**config.mk**
```make
export PLATFORM = sky130hd
export DESIGN_NAME = prefetch_unit_flat
export DESIGN_NICKNAME = d
export VERILOG_FILES = /design/src/rtl/prefetch_unit_if.sv /design/src/rtl/prefetch_unit.sv /design/src/flat_wrapper.sv
export SDC_FILE = /design/constraint.sdc
export NUM_CORES = 1
export LEC_CHECK = 0
export ABC_CLOCK_PERIOD_IN_PS = 3600
export CAP_MARGIN = 30
export CORE_MARGIN = 5
export CORE_UTILIZATION = 50
export DETAILED_ROUTE_END_ITERATION = 10
export GPL_ROUTABILITY_DRIVEN = 0
export PLACE_DENSITY_LB_ADDON = 0.12
export RECOVER_POWER = 25
export SYNTH_ARGS = -nofsm -noshare
export SYNTH_HDL_FRONTEND = slang
export SYNTH_SLANG_ARGS = --single-unit
```
**constraint.sdc**
```tcl
create_clock -name clk -period 3.6 [get_ports clk]
set_clock_uncertainty 0.15 [all_clocks]
set_input_delay 0.72 -clock clk [delete_from_list [all_inputs] [get_ports clk]]
set_output_delay 0.72 -clock clk [all_outputs]
set_load 0.02 [all_outputs]
```
**src/rtl/prefetch_unit_if.sv**
```systemverilog
// Fetch-side and program-bus signals of the prefetch unit.
// master is the prefetch unit; slave is the decoder plus memory.
interface prefetch_unit_if #(
  parameter int ADDR_W = 16,
  parameter int DATA_W = 8,
  parameter int LVL_W  = 3
);
  logic              flush;
  logic [ADDR_W-1:0] new_pc;
  logic              fetch_req;
  logic              fetch_valid;
  logic [DATA_W-1:0] fetch_data;
  logic [ADDR_W-1:0] fetch_pc;
  logic [LVL_W-1:0]  level;
  logic              bus_busy;
  logic [ADDR_W-1:0] addr_bus;
  logic [DATA_W-1:0] data_bus;
  logic              read_en;
  logic              psen;

  modport master (
    input  flush, new_pc, fetch_req, bus_busy, data_bus,
    output fetch_valid, fetch_data, fetch_pc, level,
    output addr_bus, read_en, psen
  );

  modport slave (
    output flush, new_pc, fetch_req, bus_busy, data_bus,
    input  fetch_valid, fetch_data, fetch_pc, level,
    input  addr_bus, read_en, psen
  );
endinterface

```
**src/rtl/prefetch_unit.sv**
```systemverilog
// Instruction prefetch queue with wait-state program-bus reads,
// bus yield on data access, and flush/redirect.
module prefetch_unit #(
  parameter int              ADDR_W      = 16,
  parameter int              DATA_W      = 8,
  parameter int              DEPTH       = 4,
  parameter int              WAIT_STATES = 1,
  parameter logic [ADDR_W-1:0] RESET_PC  = '0
) (
  input  logic             clk,
  input  logic             reset,
  prefetch_unit_if.master  pf
);
  localparam int PTR_W = $clog2(DEPTH);
  localparam int LVL_W = PTR_W + 1;
  localparam logic [LVL_W-1:0] FULL = LVL_W'(DEPTH);

  typedef enum logic {IDLE, READ} state_t;

  state_t            state, state_d;
  logic [3:0]        cnt, cnt_d;
  logic [ADDR_W-1:0] fetch_addr;
  logic [ADDR_W-1:0] head_pc;
  logic [ADDR_W-1:0] addr_q;
  logic [DATA_W-1:0] mem [DEPTH];
  logic [PTR_W-1:0]  wr_ptr, rd_ptr;
  logic [LVL_W-1:0]  level;
  logic              issue, capture, pop;

  assign pop = pf.fetch_req && (level != '0) && !pf.flush;

  always_comb begin
    state_d = state;
    cnt_d   = cnt;
    issue   = 1'b0;
    capture = 1'b0;
    unique case (state)
      IDLE: begin
        if (!pf.flush && !pf.bus_busy && level < FULL) begin
          state_d = READ;
          cnt_d   = 4'(WAIT_STATES);
          issue   = 1'b1;
        end
      end
      READ: begin
        // bus_busy is deliberately ignored once a read is on the bus
        if (pf.flush) begin
          state_d = IDLE;
        end else if (cnt != '0) begin
          cnt_d = cnt - 4'd1;
        end else begin
          capture = 1'b1;
          state_d = IDLE;
        end
      end
    endcase
  end

  always_ff @(posedge clk or posedge reset) begin
    if (reset) begin
      state <= IDLE;
      cnt   <= '0;
    end else begin
      state <= state_d;
      cnt   <= cnt_d;
    end
  end

  always_ff @(posedge clk or posedge reset) begin
    if (reset) begin
      addr_q     <= '0;
      fetch_addr <= RESET_PC;
      head_pc    <= RESET_PC;
      wr_ptr     <= '0;
      rd_ptr     <= '0;
      level      <= '0;
      for (int i = 0; i < DEPTH; i++) mem[i] <= '0;
    end else if (pf.flush) begin
      fetch_addr <= pf.new_pc;
      head_pc    <= pf.new_pc;
      wr_ptr     <= '0;
      rd_ptr     <= '0;
      level      <= '0;
    end else begin
      if (issue) addr_q <= fetch_addr;
      if (capture) begin
        mem[wr_ptr] <= pf.data_bus;
        wr_ptr      <= wr_ptr + PTR_W'(1);
        fetch_addr  <= fetch_addr + ADDR_W'(1);
      end
      if (pop) begin
        rd_ptr  <= rd_ptr + PTR_W'(1);
        head_pc <= head_pc + ADDR_W'(1);
      end
      unique case (1'b1)
        capture && !pop: level <= level + LVL_W'(1);
        pop && !capture: level <= level - LVL_W'(1);
        default: ;
      endcase
    end
  end

  // read strobe comes straight from state so reset drops it at once
  assign pf.read_en     = (state == READ);
  assign pf.psen        = (state == READ);
  assign pf.addr_bus    = addr_q;
  assign pf.fetch_valid = (level != '0);
  assign pf.fetch_data  = mem[rd_ptr];
  assign pf.fetch_pc    = head_pc;
  assign pf.level       = level;
endmodule

```
**src/flat_wrapper.sv**
```systemverilog
// flat-port wrapper written by rule: the top's interface ports become plain ports
module prefetch_unit_flat 
#(
  parameter int              ADDR_W      = 16,
  parameter int              DATA_W      = 8,
  parameter int              DEPTH       = 4,
  parameter int              WAIT_STATES = 1,
  parameter logic [ADDR_W-1:0] RESET_PC  = '0
)
  (clk, reset, pf_flush, pf_new_pc, pf_fetch_req, pf_bus_busy, pf_data_bus, pf_fetch_valid, pf_fetch_data, pf_fetch_pc, pf_level, pf_addr_bus, pf_read_en, pf_psen);
  prefetch_unit_if #(.ADDR_W(ADDR_W), .DATA_W(DATA_W)) pf_i ();
  input  logic clk;
  input  logic reset;
  input wire logic [$bits(pf_i.flush)-1:0] pf_flush;
  input wire logic [$bits(pf_i.new_pc)-1:0] pf_new_pc;
  input wire logic [$bits(pf_i.fetch_req)-1:0] pf_fetch_req;
  input wire logic [$bits(pf_i.bus_busy)-1:0] pf_bus_busy;
  input wire logic [$bits(pf_i.data_bus)-1:0] pf_data_bus;
  output wire logic [$bits(pf_i.fetch_valid)-1:0] pf_fetch_valid;
  output wire logic [$bits(pf_i.fetch_data)-1:0] pf_fetch_data;
  output wire logic [$bits(pf_i.fetch_pc)-1:0] pf_fetch_pc;
  output wire logic [$bits(pf_i.level)-1:0] pf_level;
  output wire logic [$bits(pf_i.addr_bus)-1:0] pf_addr_bus;
  output wire logic [$bits(pf_i.read_en)-1:0] pf_read_en;
  output wire logic [$bits(pf_i.psen)-1:0] pf_psen;
  assign pf_i.flush = pf_flush;
  assign pf_i.new_pc = pf_new_pc;
  assign pf_i.fetch_req = pf_fetch_req;
  assign pf_i.bus_busy = pf_bus_busy;
  assign pf_i.data_bus = pf_data_bus;
  assign pf_fetch_valid = pf_i.fetch_valid;
  assign pf_fetch_data = pf_i.fetch_data;
  assign pf_fetch_pc = pf_i.fetch_pc;
  assign pf_level = pf_i.level;
  assign pf_addr_bus = pf_i.addr_bus;
  assign pf_read_en = pf_i.read_en;
  assign pf_psen = pf_i.psen;
  prefetch_unit #(.ADDR_W(ADDR_W), .DATA_W(DATA_W), .DEPTH(DEPTH), .WAIT_STATES(WAIT_STATES), .RESET_PC(RESET_PC)) u_core (.clk(clk), .reset(reset), .pf(pf_i));
endmodule
```
==> results.yml <==
yosys:
  synth_fp_nets: 400
  syn_inst: 363
  synth_ff_type: "dfrtp_1"
  synth.avg_cell_area_um2: 12.2
  async_flop_share_pct: 100
  synth-edff-count: 0
  synth-seq-cells: 92
  syn-cell-area_um2: 4440
  synth_cell_types: 52
  synth_warnings: 0
  ys_seq_area_share_pct: 51.8
timing:
  timing.fmax_mhz: 323
  hold_slack_ps: 357
  slew_viol_final: 0
  worst-slew-pin-transition_ps: 1440
  period_share_pct: 85.9
  finalSetupTns_ps: 0
  period_needed_ps: 3090
  relSlewSlack_pct: 3.47
  setup_violations: 0
  grt_setup_unrepaired: "no"
  finalHoldViolCount: 0
cells_and_area:
  diodes: 0
  utilization_pct: 63.6
  layout-drive-gt1-share_pct: 23.0
  syn2layout_area_growth_pct: 24.2
  nets: 475
  n_fill_cell: 719
  fin_area_um2: 5520
power:
  p_total_mw: 3.50
  peakVddDrop_v: 0.000347
  power_leakage_nw: 2.32
  powerDensity_nw_per_um2: 635
die:
  rows: 34
  coreArea_um2: 8680
  die_h_um: 104
  ios: 75
  die_w_um: 104
  dieArea_um2: 10900
  start_util_pct: 51.2
setup_path:
  crit_fanout: 10
  endpoint_kind: "output pin"
  path_class: "reg2out"
  crit_start: "u_core.rd_ptr[0]"
  start_kind: "flop"
  ff2ff_setup_slack_ps: 1130
  critPathRequiredTime_ps: 2730
  timing.rr.start: "u_core.cnt[0]"
  crit_arrival_ps: 2220
global_route:
  overflow: 0
  antenna_found_initial: 0
  grt_pass1_vias: 3312
  grt_pass1_wl_mm: 16.6
  grt_max_degree: 60
  grt_util_all_layers_pct: 18.6
place:
  post_dp_cell_area_um2: 5310
  io_buffers: 74
  place_hpwl_mm: 7.04
route:
  drtAntennaViolNets: 0
  vias: 3100
  wl_per_cell_um: 17.6
  routed_via_density: 5.63
  drcViolationCount: 0
  first_iter_violations: 107
  dr.pass1.iters: 4
  wl_mm: 9.70
clocking:
  clockBufferDepth: 2
  htreeDepth: 3
  post-cts-setup-buffer-count: 0
  holdBufCountCts: 0
  clkTransAtPathRegs_ps: 90
  clkLatencyLatePin_ps: 350
  clkSinkCount: 92
  cts_root_buffer: "clkbuf_8"
  ctsResizeCount: 0
  cts_tree: "done"
  cts_made_buffers: 9
min_path:
  hold_start: "u_core.mem[6]"
  hold_path.class: "reg2reg"
run:
  maxCapViolCount: 0
status:
  outcome: "finished, final reports clean"
==> final cells by class <==
cell class	instances	area, um^2	area share (%)
flip-flops and latches	92	2300	41.7
multi-input cells	245	2040	37.0
repair buffers	79	774	14.0
clock buffers	10	138	2.49
well taps	108	135	2.45
clock inverters	6	86.3	1.56
inverters	11	42.5	0.771
==> worst paths after layout <==
path                                          to  cells after the start
min in group asynchronous         u_core.mem[22]                      2
max in group asynchronous  u_core.pf.addr_bus[0]                      3
max                             pf_fetch_data[5]                      2
min                                u_core.mem[6]                      1
min reg2reg                        u_core.mem[6]                      1
max reg2reg                   u_core.pf.level[2]                      9
==> synth_stat cells, drive strengths merged, types with 2 or more instances <==
cell / n / share of area (%)
nor2: 19 / 1.6
xor2: 11 / 2.2
inv: 11 / 0.93
nand2: 23 / 2.2
a21oi: 5 / 0.56
nand3: 14 / 1.6
mux4: 8 / 4.1
nor3: 8 / 0.90
o211ai: 4 / 0.68
xnor2: 14 / 2.8
o311ai: 3 / 0.59
a31oi: 6 / 0.85
nand2b: 3 / 0.42
or4: 5 / 1.1
nand4: 6 / 0.85
o21a: 2 / 0.34
ha: 7 / 2.0
dfrtp: 92 / 52
buf: 8 / 0.84
o31ai: 2 / 0.34
or3: 8 / 1.2
nor4: 5 / 0.70
mux2: 62 / 16
o21ai: 11 / 1.2
clkbuf: 7 / 0.62
==> worst max-delay path, cell delays in order, from the launching register on <==
cell,delay [ps]
dfrtp_1,730
mux4_2,580
clkdlybuf4s50_1,550
==> sequential cells by signal (all words and copies together) (netlist names) <==
name,cells
u_core.cnt,4
u_core.fetch_addr,16
u_core.mem,32
u_core.pf.addr_bus,16
u_core.pf.fetch_pc,16
u_core.pf.level,3
u_core.pf.psen,1
u_core.rd_ptr,2
u_core.wr_ptr,2
==> layout by cell type, fill, tap and decap left out, drive strengths merged, types with 11 or more instances in the layout <==
cell           synthesis  layout
clkdlybuf4s50          0      73
dfrtp                 92      92
nor2                  19      19
nand2                 23      23
clkbuf                 7      12
inv                   11      11
xnor2                 14      14
mux2                  62      62
o21ai                 11      11
xor2                  11      11
nand3                 14      14
==> per-layer routing <==
layer | wire length [um] | up-vias | track usage (%)
met4 | 225 | 0 | 7.49
met2 | 4920 | 58 | 31.9
met3 | 338 | 23 | 3.91
met5 | 0 | - | 0
li1 | - | 1464 | -
met1 | 4210 | 1555 | 22.9
==> where the power goes <==
group	switching, mW	leakage [nW]	total [mW]	internal (mW)
Sequential	0.204	1.15	1.47	1.26
Combinational	0.584	1.05	1.26	0.680
Clock	0.362	0.113	0.772	0.410
Total	1.15	2.32	3.50	2.35
==> per-stage QoR <==
step	setup WS, ps	std cells
floorplan	338	363
global route	393	551
CTS	464	551
global placement	723	535
detailed placement	668	535
finish	507	551
==> cells by family (layout without fill, tap and decap cells) <==
kind of cell	count (synthesis)	after routing	synth area share, %
AO/OA/AOI/OAI	39	39	5.80
XOR/XNOR	25	25	4.93
adder cells (fa/ha/maj)	8	8	2.42
buffers and inverters	26	106	2.39
flip-flops	92	92	51.8
multiplexers	71	71	20.0
AND/OR/NAND/NOR	102	102	12.6
Power figures use the tool's default switching activity.
==> patch (same flow settings) <==
`ADDR_W` is set to 16 in 3 places; all go to 18.
--- a/src/rtl/prefetch_unit_if.sv
+++ b/src/rtl/prefetch_unit_if.sv
@@ -2,5 +2,5 @@
 // master is the prefetch unit; slave is the decoder plus memory.
 interface prefetch_unit_if #(
-  parameter int ADDR_W = 16,
+  parameter int ADDR_W = 18,
   parameter int DATA_W = 8,
   parameter int LVL_W  = 3
--- a/src/rtl/prefetch_unit.sv
+++ b/src/rtl/prefetch_unit.sv
@@ -2,5 +2,5 @@
 // bus yield on data access, and flush/redirect.
 module prefetch_unit #(
-  parameter int              ADDR_W      = 16,
+  parameter int              ADDR_W      = 18,
   parameter int              DATA_W      = 8,
   parameter int              DEPTH       = 4,
--- a/src/flat_wrapper.sv
+++ b/src/flat_wrapper.sv
@@ -2,5 +2,5 @@
 module prefetch_unit_flat 
 #(
-  parameter int              ADDR_W      = 16,
+  parameter int              ADDR_W      = 18,
   parameter int              DATA_W      = 8,
   parameter int              DEPTH       = 4,
Interface: changed (resized pf_addr_bus, pf_fetch_pc and pf_new_pc); port bits go from 75 to 81. The function was not compared with the original's and may differ.
==> patch against the original RTL <==
The run now ends with capacitance limit, slew limit left. Total power grew 8.5%. Cell area grew 7.0%. Register-to-register slack lost 450 ps. Synthesized cell count grew 7.4%. Sequential power grew 9%. Wire length grew 4.7%. Area after synthesis grew 6.3%. Worst setup slack lost 13 ps. Non-clock buffer count grew 9. Sequential cell count grew 6. Cell count grew 9.6%. Critical path type unchanged. Critical endpoint is now pf_fetch_data[3]. Highest routed layer unchanged.
==> patch: results (changes against the original RTL) <==
Status - complete, but fails checks
Failing checks - capacitance limit, slew limit
Post-synthesis cell type count - 44 (-15%)
Commonest cells in the netlist - dfrtp_1 (98), mux2_2 (62), nand2_1 (25), nor2_1 (18), xnor2_1 (17)
Mapped Cells - 390 (+7.4%)
Tcrit/Tclk final - 0.8629 (+0.003649)
Via density - 5.588 (-0.68%)
Post-DP HPWL - 7400 um (+5.1%)
Post-synthesis sequential area ratio - 0.5192 (+0.0008954)
Dpl cell area - 5697 sq um (+7.3%)
IO Port Bufs - 80 (+8.1%)
Final Slew Violations - 45 (+45)
Reg2Reg Setup Slack - 680 ps (-450 ps)
Pin count of the biggest net entering global routing - 55 (-8.3%)
Mux cell area share after synthesis - 0.1902 (-0.009801)
Nets - 510 (+7.4%)
First-pass GRT wire length - 17100 um (+3.0%)
CTS Buffer Depth - 2 (unchanged)
Synthesized Nets - 429 (+7.2%)
Rel. slew slack - -0.3267 (-0.3613)
Leakage - 2.427 nW (+4.8%)
Top_reg_cell synth - dfrtp_1
CP arrival - 2240 ps (+20 ps)
Top cells by area, synth - dfrtp_1 (52%), mux2_2 (15%), mux4_2 (3.8%)
Worst VDD drop - 369.5 uV (+6.6%)
Ant diodes - 0 (unchanged)
Total of max-cap violations - 1 (+1)
XOR/XNOR share of the synthesized area - 0.04079 (-0.008501)
Sw frac - 0.3345 (+0.006319)
Vias in the first global route - 3426 (+3.4%)
Flop pwr share - 0.420 (about the same)
Iter 0 DRT Violations - 66 (-38%)
CTS root buf - clkbuf_8
GRT Util Overall - 0.1875 (+0.001296)
Share of cells above drive strength 1 - 0.2105 (-0.01972)
Post-synthesis compound-gate area fraction - 0.07709 (+0.01906)
Routed WL per cell - 16.82 um (-4.5%)
Post-placement cell count - 589 (+10%)
PD cells - 643.7 nW/um^2 (+1.4%)
Adder-Cell Fraction of Synth Area - 0.02278 (-0.001444)
Filler cells - 747 (+3.9%)
WL final - 10160 um (+4.7%)
Combinational share of power - 0.380 (+0.019)
## patch: cell types whose count changed after synthesis, sizes merged, moves of 4 or more
cell	before	now
o31a	1	11
a31oi	6	11
dfrtp	92	98
xor2	11	5
nand3	14	10
nor4	5	10
o211ai	4	0
o21ai	11	5
o31ai	2	8
## patch: layer usage
| layer | track usage | wire (um) | vias up |
|---|---|---|---|
| li1 | - | - | 1590 |
| met4 | 0.06210 | 142 | 0 |
| met5 | 0 | 0 | - |
| met2 | 0.3029 | 4935 | 68 |
| met3 | 0.03612 | 372 | 14 |
| met1 | 0.2549 | 4708 | 1703 |
## patch: final cells by class
cell class,instances,share of cell area
clock buffers,10,0.02161
clock inverters,5,0.01356
inverters,12,0.007841
multi-input cells,262,0.3664
flip-flops and latches,98,0.4153
well taps,129,0.02734
repair buffers,88,0.1479
## patch: cells by family (layout without fill, tap and decap cells)
logic type / after synthesis / count (layout)
simple gates: 109 / 109
compound gates: 51 / 51
flops: 98 / 98
xor+xnor: 22 / 22
fa+ha+maj: 8 / 8
mux: 72 / 72
buf+inv: 30 / 115
## patch: stage by stage
stage | util | hold slack [ps]
6_report | 0.6390 | 358.3
3_5_place_dp | 0.6165 | 340.2
3_3_place_gp | 0.6165 | 332.6
4_1_cts | 0.6390 | 360.5
5_1_grt | 0.6390 | 375.1
2_1_floorplan | - | 323.9
## patch: worst paths after layout
| check | endpoint | from | cells past startpoint |
|---|---|---|---|
| setup / recovery | pf_fetch_data[3] | u_core.rd_ptr[0] | 2 |
| hold / removal | u_core.mem[11] | u_core.mem[11] | 1 |
| setup reg to reg | u_core.fetch_addr[14] | u_core.cnt[0] | 7 |
| hold reg to reg | u_core.mem[11] | u_core.mem[11] | 1 |
| max in group asynchronous | u_core.pf.addr_bus[10] | reset | 3 |
| min in group asynchronous | u_core.mem[31] | reset | 2 |
